--- config.mk ---
export PLATFORM = sky130hd
export DESIGN_NAME = wb_mem_responder
export DESIGN_NICKNAME = d
export VERILOG_FILES = /design/src/rtl/wb_mem_responder.sv
export SDC_FILE = /design/constraint.sdc
export NUM_CORES = 1
export LEC_CHECK = 0
export CORE_MARGIN = 2
export CORE_UTILIZATION = 61
export DETAILED_ROUTE_END_ITERATION = 10
export PLACE_DENSITY = 0.78
export SLEW_MARGIN = 0
export SYNTH_ARGS = -nofsm -noshare
export SYNTH_HDL_FRONTEND = slang
export SYNTH_SLANG_ARGS = --single-unit
--- constraint.sdc ---
create_clock -name CLK -period 2.05 [get_ports CLK]
set_input_delay 0.41 -clock CLK [delete_from_list [all_inputs] [get_ports CLK]]
set_output_delay 0.41 -clock CLK [all_outputs]
set_load 0.03 [all_outputs]
--- src/rtl/wb_mem_responder.sv ---
// Pipelined Wishbone responder over a DEPTH x 32-bit register memory with byte-lane
// writes, fixed response latency, address-range error and external back-pressure.
module wb_mem_responder #(
    parameter int          DEPTH    = 16,
    parameter int          LATENCY  = 2,
    parameter logic [31:0] BASE_TAG = 32'h0
) (
    input  logic        CLK,
    input  logic        nRST,
    input  logic        cyc,
    input  logic        stb__ENA,
    input  logic        stb_we,
    input  logic [31:0] stb_addr,
    input  logic [31:0] stb_data,
    input  logic [3:0]  stb_sel,
    output logic        stb__RDY,
    input  logic        busy,
    output logic        ack,
    output logic        err,
    output logic [31:0] data,
    output logic        ack__RDY,
    output logic        stall__RDY,
    output logic        err__RDY,
    output logic        stall,
    output logic [2:0]  outstanding
);

    localparam int AW = $clog2(DEPTH);
    localparam int TW = 30 - AW;

    if (LATENCY < 1 || LATENCY > 4) begin : g_bad_latency
        $error("wb_mem_responder: LATENCY must be in 1..4");
    end
    if (DEPTH < 2 || DEPTH > 256 || (DEPTH & (DEPTH - 1)) != 0) begin : g_bad_depth
        $error("wb_mem_responder: DEPTH must be a power of two in 2..256");
    end

    logic          accept;
    logic          hit;
    logic [AW-1:0] idx;
    logic [TW-1:0] tag;
    logic          unused_addr;

    logic [31:0]        mem_q     [DEPTH];
    logic [31:0]        mem_d     [DEPTH];
    logic [LATENCY-1:0] vld_q, vld_d;
    logic [LATENCY-1:0] iserr_q, iserr_d;
    logic [31:0]        rdata_q   [LATENCY];
    logic [31:0]        rdata_d   [LATENCY];
    logic [2:0]         outstanding_q, outstanding_d;
    logic               retire;

    assign tag         = stb_addr[31:AW+2];
    assign idx         = stb_addr[AW+1:2];
    assign unused_addr = ^stb_addr[1:0];
    assign hit         = (tag == BASE_TAG[TW-1:0]);

    // Back-pressure is purely combinational so busy acts in the same cycle.
    assign stall      = busy;
    assign stb__RDY   = !busy;
    assign ack__RDY   = 1'b1;
    assign stall__RDY = 1'b1;
    assign err__RDY   = 1'b1;

    assign accept = cyc && stb__ENA && !busy;
    assign retire = vld_q[LATENCY-1];

    always_comb begin
        mem_d = mem_q;
        if (accept && hit && stb_we) begin
            for (int b = 0; b < 4; b++) begin
                if (stb_sel[b]) begin
                    mem_d[idx][8*b +: 8] = stb_data[8*b +: 8];
                end
            end
        end
    end

    // Stage 0 loads at accept; higher stages shift one per cycle.
    // Dropping cyc kills every in-flight response.
    always_comb begin
        vld_d   = vld_q;
        iserr_d = iserr_q;
        rdata_d = rdata_q;
        for (int i = LATENCY - 1; i > 0; i--) begin
            iserr_d[i] = iserr_q[i-1];
            rdata_d[i] = rdata_q[i-1];
        end
        iserr_d[0] = !hit;
        rdata_d[0] = (accept && hit && !stb_we) ? mem_q[idx] : 32'h0;
        if (!cyc) begin
            vld_d = '0;
        end else begin
            for (int i = LATENCY - 1; i > 0; i--) begin
                vld_d[i] = vld_q[i-1];
            end
            vld_d[0] = accept;
        end
    end

    always_comb begin
        if (!cyc) begin
            outstanding_d = 3'd0;
        end else begin
            outstanding_d = outstanding_q + 3'(accept) - 3'(retire);
        end
    end

    always_ff @(posedge CLK or negedge nRST) begin
        if (!nRST) begin
            vld_q         <= '0;
            iserr_q       <= '0;
            outstanding_q <= 3'd0;
            for (int i = 0; i < DEPTH; i++) begin
                mem_q[i] <= 32'h0;
            end
        end else begin
            vld_q         <= vld_d;
            iserr_q       <= iserr_d;
            outstanding_q <= outstanding_d;
            mem_q         <= mem_d;
        end
    end

    // Read data needs no reset: it is only visible while a valid ack is presented.
    always_ff @(posedge CLK) begin
        rdata_q <= rdata_d;
    end

    assign ack         = vld_q[LATENCY-1] && !iserr_q[LATENCY-1] && cyc;
    assign err         = vld_q[LATENCY-1] && iserr_q[LATENCY-1] && cyc;
    assign data        = ack ? rdata_q[LATENCY-1] : 32'h0;
    assign outstanding = outstanding_q;

endmodule
# Word level (Yosys, flattened, before mapping)
# Index checks and enable logic that the tools add are counted.
[word_totals] register_bits=583 in_bits=74 elab_cells=66
[classes] n_addsub=2 order_cmp=2 muxes=25 bitwise=1 n_reduce_logical=15
[ops] cell="2-to-1 mux 512 bit" n=7
[ops] cell="bitwise mux 512 bit" n=4
[ops] cell="demux 32 bit (select 4 bit)" n=4
[ops] cell="binary-select mux 32 bit (select 4 bit)" n=1
[ops] cell="2-to-1 mux 32 bit" n=4
[ops] cell="zero test 26 bit" n=1
[ops] cell="2-to-1 mux 24 bit" n=1
[ops] cell="2-to-1 mux 16 bit" n=1
[ops] cell="logical AND 1 bit" n=10
[ops] cell="2-to-1 mux 8 bit" n=1
[ops] cell="greater-or-equal comparator 5 bit (second input constant)" n=1
[ops] cell="< comparator 5 x 1 -> 1 bit (second input constant)" n=1
[ops] cell="NOT 4 -> 5 bit" n=1
[ops] cell="zero test 1 bit" n=4
[ops] cell="adder 3 x 1 -> 3 bit" n=1
[ops] cell="2-to-1 mux 3 bit" n=1
[ops] cell="subtractor 3 x 1 -> 3 bit" n=1
[ops] cell="2-to-1 mux 2 bit" n=1

# Logic depth before layout (Yosys ltp)
[logic_depth] ltp_word=16 depth_mapped=10

# Worst setup path before layout
# Ideal clock, no wire load.
[synth_path] path_kind="input to register" startpoint="input stb_addr[20]" endpoint="register mem_q[152] (netlist name)" setup_ps=125 t_arrival_ps=2093 slack_ps=-168 path_stages=6 cell_sequence="nor4_1 > nand3_1 > buf_2 > buf_4 > nor4_4 > mux2_2"
[synth_via] elab_chain_cells=3
[synth_lines] item="from (decl)" line_no="13" source="input logic [31:0] stb_addr,"
[synth_lines] item="zero test 26 bit" line_no="56" source="assign hit = (tag == BASE_TAG[TW-1:0]);"
[synth_lines] item="logical AND 1 bit (2 in a row)" line_no="70" source="if (accept && hit && stb_we) begin"
[synth_lines] item="to (signal assigned)" line_no="121" source="mem_q <= mem_d;"
[synth_lines] item="to (decl)" line_no="44" source="logic [31:0] mem_q [DEPTH];"
# Every way passes these cells.
# A chain may end at the register's enable or synchronous reset.

# Worst setup path in the final report
[layout_path] startpoint="register vld_q[1]" endpoint="output data[16]"
[layout_via] elab_chain_cells=3
[layout_lines] item="from (decl)" line_no="46" source="logic [LATENCY-1:0] vld_q, vld_d;"
[layout_lines] item="from (signal assigned)" line_no="118" source="vld_q <= vld_d;"
[layout_lines] item="logical AND 1 bit (2 in a row)" line_no="130" source="assign ack = vld_q[LATENCY-1] && !iserr_q[LATENCY-1] && cyc;"
[layout_lines] item="2-to-1 mux 32 bit" line_no="132" source="assign data = ack ? rdata_q[LATENCY-1] : 32'h0;"
[layout_lines] item="to (decl)" line_no="20" source="output logic [31:0] data,"
# Every way passes these cells.

==> impl_metrics.toml <==
[routing]
first_pass_iters = 5
vias = 15340
antenna_left = 0
routed_wl_um = 63100
drc_errors = 0
route.detailed.wl_per_inst_um = 25.73
via_per_inst = 6.257
first_iter_violations = 1036

[setup_path]
cp_max_fo = 22
crit_path_start_kind = "flip-flop"
cp_cell_sequence = "nand2_2 > nor2_4 > buf_12 > and2_4 > buf_6"
worst-path-stages = 5
slowest_stage = "dfrtp_1"
cpPeakStageDelay_ns = 0.36
r2r_cells = 9
crit_buf_inv = 2
critPathTopFamily = "simple AND/OR/NAND/NOR gates"
worstPathRequired_ns = 1.64
worstSetupPathType = "reg -> out"
cp_data_arrival_time_ns = 1.74
end_kind = "output pin"

[floorplan]
die_w_um = 210.4
fp.coreArea_um2 = 41950
io_pins = 116
start_util = 0.6193
die-height_um = 210.4
die_area_um2 = 44250
rows = 75

[global_routing]
grt_first_pass_wirelength_um = 98570
antenna_found_initial = 0
grt_overflow = 0
grt_max_degree = 86
grt_pass1_vias = 16950
grt_usage = 0.2932

[timing]
max_freq_mhz = 466.0
tightestPinTransition_ns = 0.7179
relSlewSlack = 0.5199
skew_ns = 0.009492
postLayoutSetupSlackWorst_ns = -0.09608
min_period_over_period = 1.047
setup_violations = 35
finalCriticalPeriod_ns = 2.146
fin_tns_setup_ns = -2.401
rsz0062_at_grt = "true"
final-max-slew-violation-count = 0
final_hold_viol_count = 0

[placement]
hpwl_um = 39590
port_buffers = 110
place.gp.congestion = 0.8334

[synth]
synth.distinct_cells = 29
synth_cells = 1583
netlist_area_um2 = 25980
synth_seq_cells = 583
syn_area_per_cell_um2 = 16.41
yosysWarningCount = 0
synth-seq-area-share = 0.5493

[power_and_ir_drop]
p_sw_frac = 0.2217
combPwrFrac = 0.050
clkPwrFrac = 0.451
seqPwrFrac = 0.499
cellPowerDensity_nw_per_um2 = 709.1
switching_power_mw = 5.106
ir_drop_mv = 0.6998
p_int_mw = 17.93
p_leak_nw = 15.75
finalPower_mw = 23.03

[cells_and_area]
final_nets = 1944
area_delta_synth_final_pct = 25.04
n_fill_cell = 2337
drive_above_1_share = 0.5714
antennaDiodeCount = 0

[clock_network]
clock_sinks = 583
clk_latency_ns = 0.60
cts_buffers = 57
clockBufferDepth = 3
clockRootBuffer = "clkbuf_16"
h-tree-depth = 2
cts_tree = "done"
path_clk_slew_ns = 0.06

[worst_hold_path]
worstHoldPathCells = 2
hold_class = "in -> reg"

[flow_run]
maxCapViolCount = 0

[outcome]
violations = "negative setup slack"
status = "finished, violations left"
[cells by family after synthesis]
kind of cell	after synthesis	synth area share
other cells	1	0.0001444
compound gates	96	0.02466
fa+ha+maj	3	0.001734
buf+inv	115	0.02076
flops	583	0.5493
xor+xnor	2	0.0006745
mux	640	0.3329
simple gates	143	0.06979
[layer usage]
metal	vias up	global-route usage	share of wire
li1	6551	-	-
met4	0	0.09513	0.028
met1	8276	0.4022	0.42
met2	404	0.4902	0.50
met3	111	0.04172	0.050
met5	-	0	0
[state kept, by name (all words and copies together) (netlist names)]
name,flops
rdata_q,32
iserr_q,2
outstanding,3
vld_q,2
rdata_d,32
mem_q,512
[timing repair]
item                       in CTS  in global routing
pin swaps                      37                 19
gates cloned                    5                  3
hold buffers                    1                  0
setup endpoints to repair     290                576
setup buffers                  11                 11
hold endpoints to repair       29                  0
resized for setup              94                 54
[placed cells by master, fill, tap and decap left out, types with 2 or more instances in the layout]
cell,count
nand2_1,11
nor2b_4,2
dfrtp_1,519
and3_1,2
nand2_2,5
conb_1,3
mux2_2,462
clkbuf_8,20
mux4_2,128
buf_12,85
nor2b_1,3
nor2_4,2
buf_6,42
and2_1,21
dlygate4sd2_1,9
clkinv_2,14
buf_4,119
dlymetal6s2s_1,19
bufinv_16,2
mux2_4,50
nor2_1,2
ha_1,2
a21oi_2,5
a22oi_1,64
and2_4,14
dfxtp_1,64
clkdlybuf4s50_1,42
inv_1,8
nor4_4,69
clkdlybuf4s15_1,2
a21oi_1,27
clkbuf_1,11
nand3_1,5
buf_16,6
clkbuf_16,59
xnor2_1,2
[power groups by stage]
stage               sequential (mW)  combinational, mW  clock [mW]
floorplan                      11.7              0.405           0
global placement               11.7               1.12           0
detailed placement             11.7               1.14           0
CTS                            11.5               1.15        10.5
global route                   11.5               1.23        11.0
finish                         11.5               1.14        10.4
[synth_stat cells, drive strengths merged]
library cell,instances,share of area
dfrtp,519,0.50
mux2,512,0.22
mux4,128,0.11
nor4,70,0.054
clkbuf,65,0.0094
a22oi,64,0.018
dfxtp,64,0.049
buf,42,0.010
and2,36,0.0087
a21oi,32,0.0062
nand2,16,0.0027
inv,8,0.0012
nand3,6,0.0012
nor2b,5,0.0012
nor2,4,0.00058
and3,2,0.00048
ha,2,0.00096
xnor2,2,0.00067
and4b,1,0.00039
conb,1,0.00014
fa,1,0.00077
nand4,1,0.00024
or2,1,0.00024
or4,1,0.00029
[worst paths after layout]
check / startpoint / end / slack [ns]
min in group asynchronous: nRST / mem_q[227] / 0.34
max in group asynchronous: nRST / mem_q[141] / 0.87
worst max-delay path: vld_q[1] / data[16] / -0.1
worst max register to register: vld_q[1] / outstanding[2] / 0.09
worst min-delay path: cyc / vld_q[0] / 0.32
worst min register to register: rdata_d[18] / rdata_q[18] / 0.32
[metrics by stage]
| step | util | std cells | hold slack [ns] | setup WS (ns) | area (um^2) |
|---|---|---|---|---|---|
| global route | 0.7743 | 2452 | 0.3023 | -0.1439 | 32480 |
| finish | 0.7743 | 2452 | 0.3186 | -0.09608 | 32480 |
| detailed placement | 0.7096 | 2319 | 0.3121 | -0.6974 | 29770 |
| floorplan | - | 1585 | 0.1144 | -0.1027 | 26140 |
| CTS | 0.7684 | 2441 | 0.2691 | -0.1162 | 32230 |
| global placement | 0.7096 | 2319 | 0.3106 | -0.6684 | 29770 |
[final cells by class]
type / count / area, um^2 / area share
Tap cell: 539 / 674.4 / 0.02076
Clock buffer: 87 / 1729 / 0.05324
Inverter: 8 / 30.03 / 0.0009245
Sequential cell: 583 / 14270 / 0.4393
Clock inverter: 18 / 146.4 / 0.004507
Multi-Input combinational cell: 887 / 11550 / 0.3555
Timing Repair Buffer: 330 / 4084 / 0.1257
[worst register-to-register path: cells and delay by family (launching register included)]
kind	cells	cell delay (ns)
buffers and inverters	4	0.37
xor gates and xnor gates	1	0.14
and+or+nand+nor	1	0.15
DFF	1	0.39
adders and majority gates	3	0.80
Power figures use the tool's default switching activity.
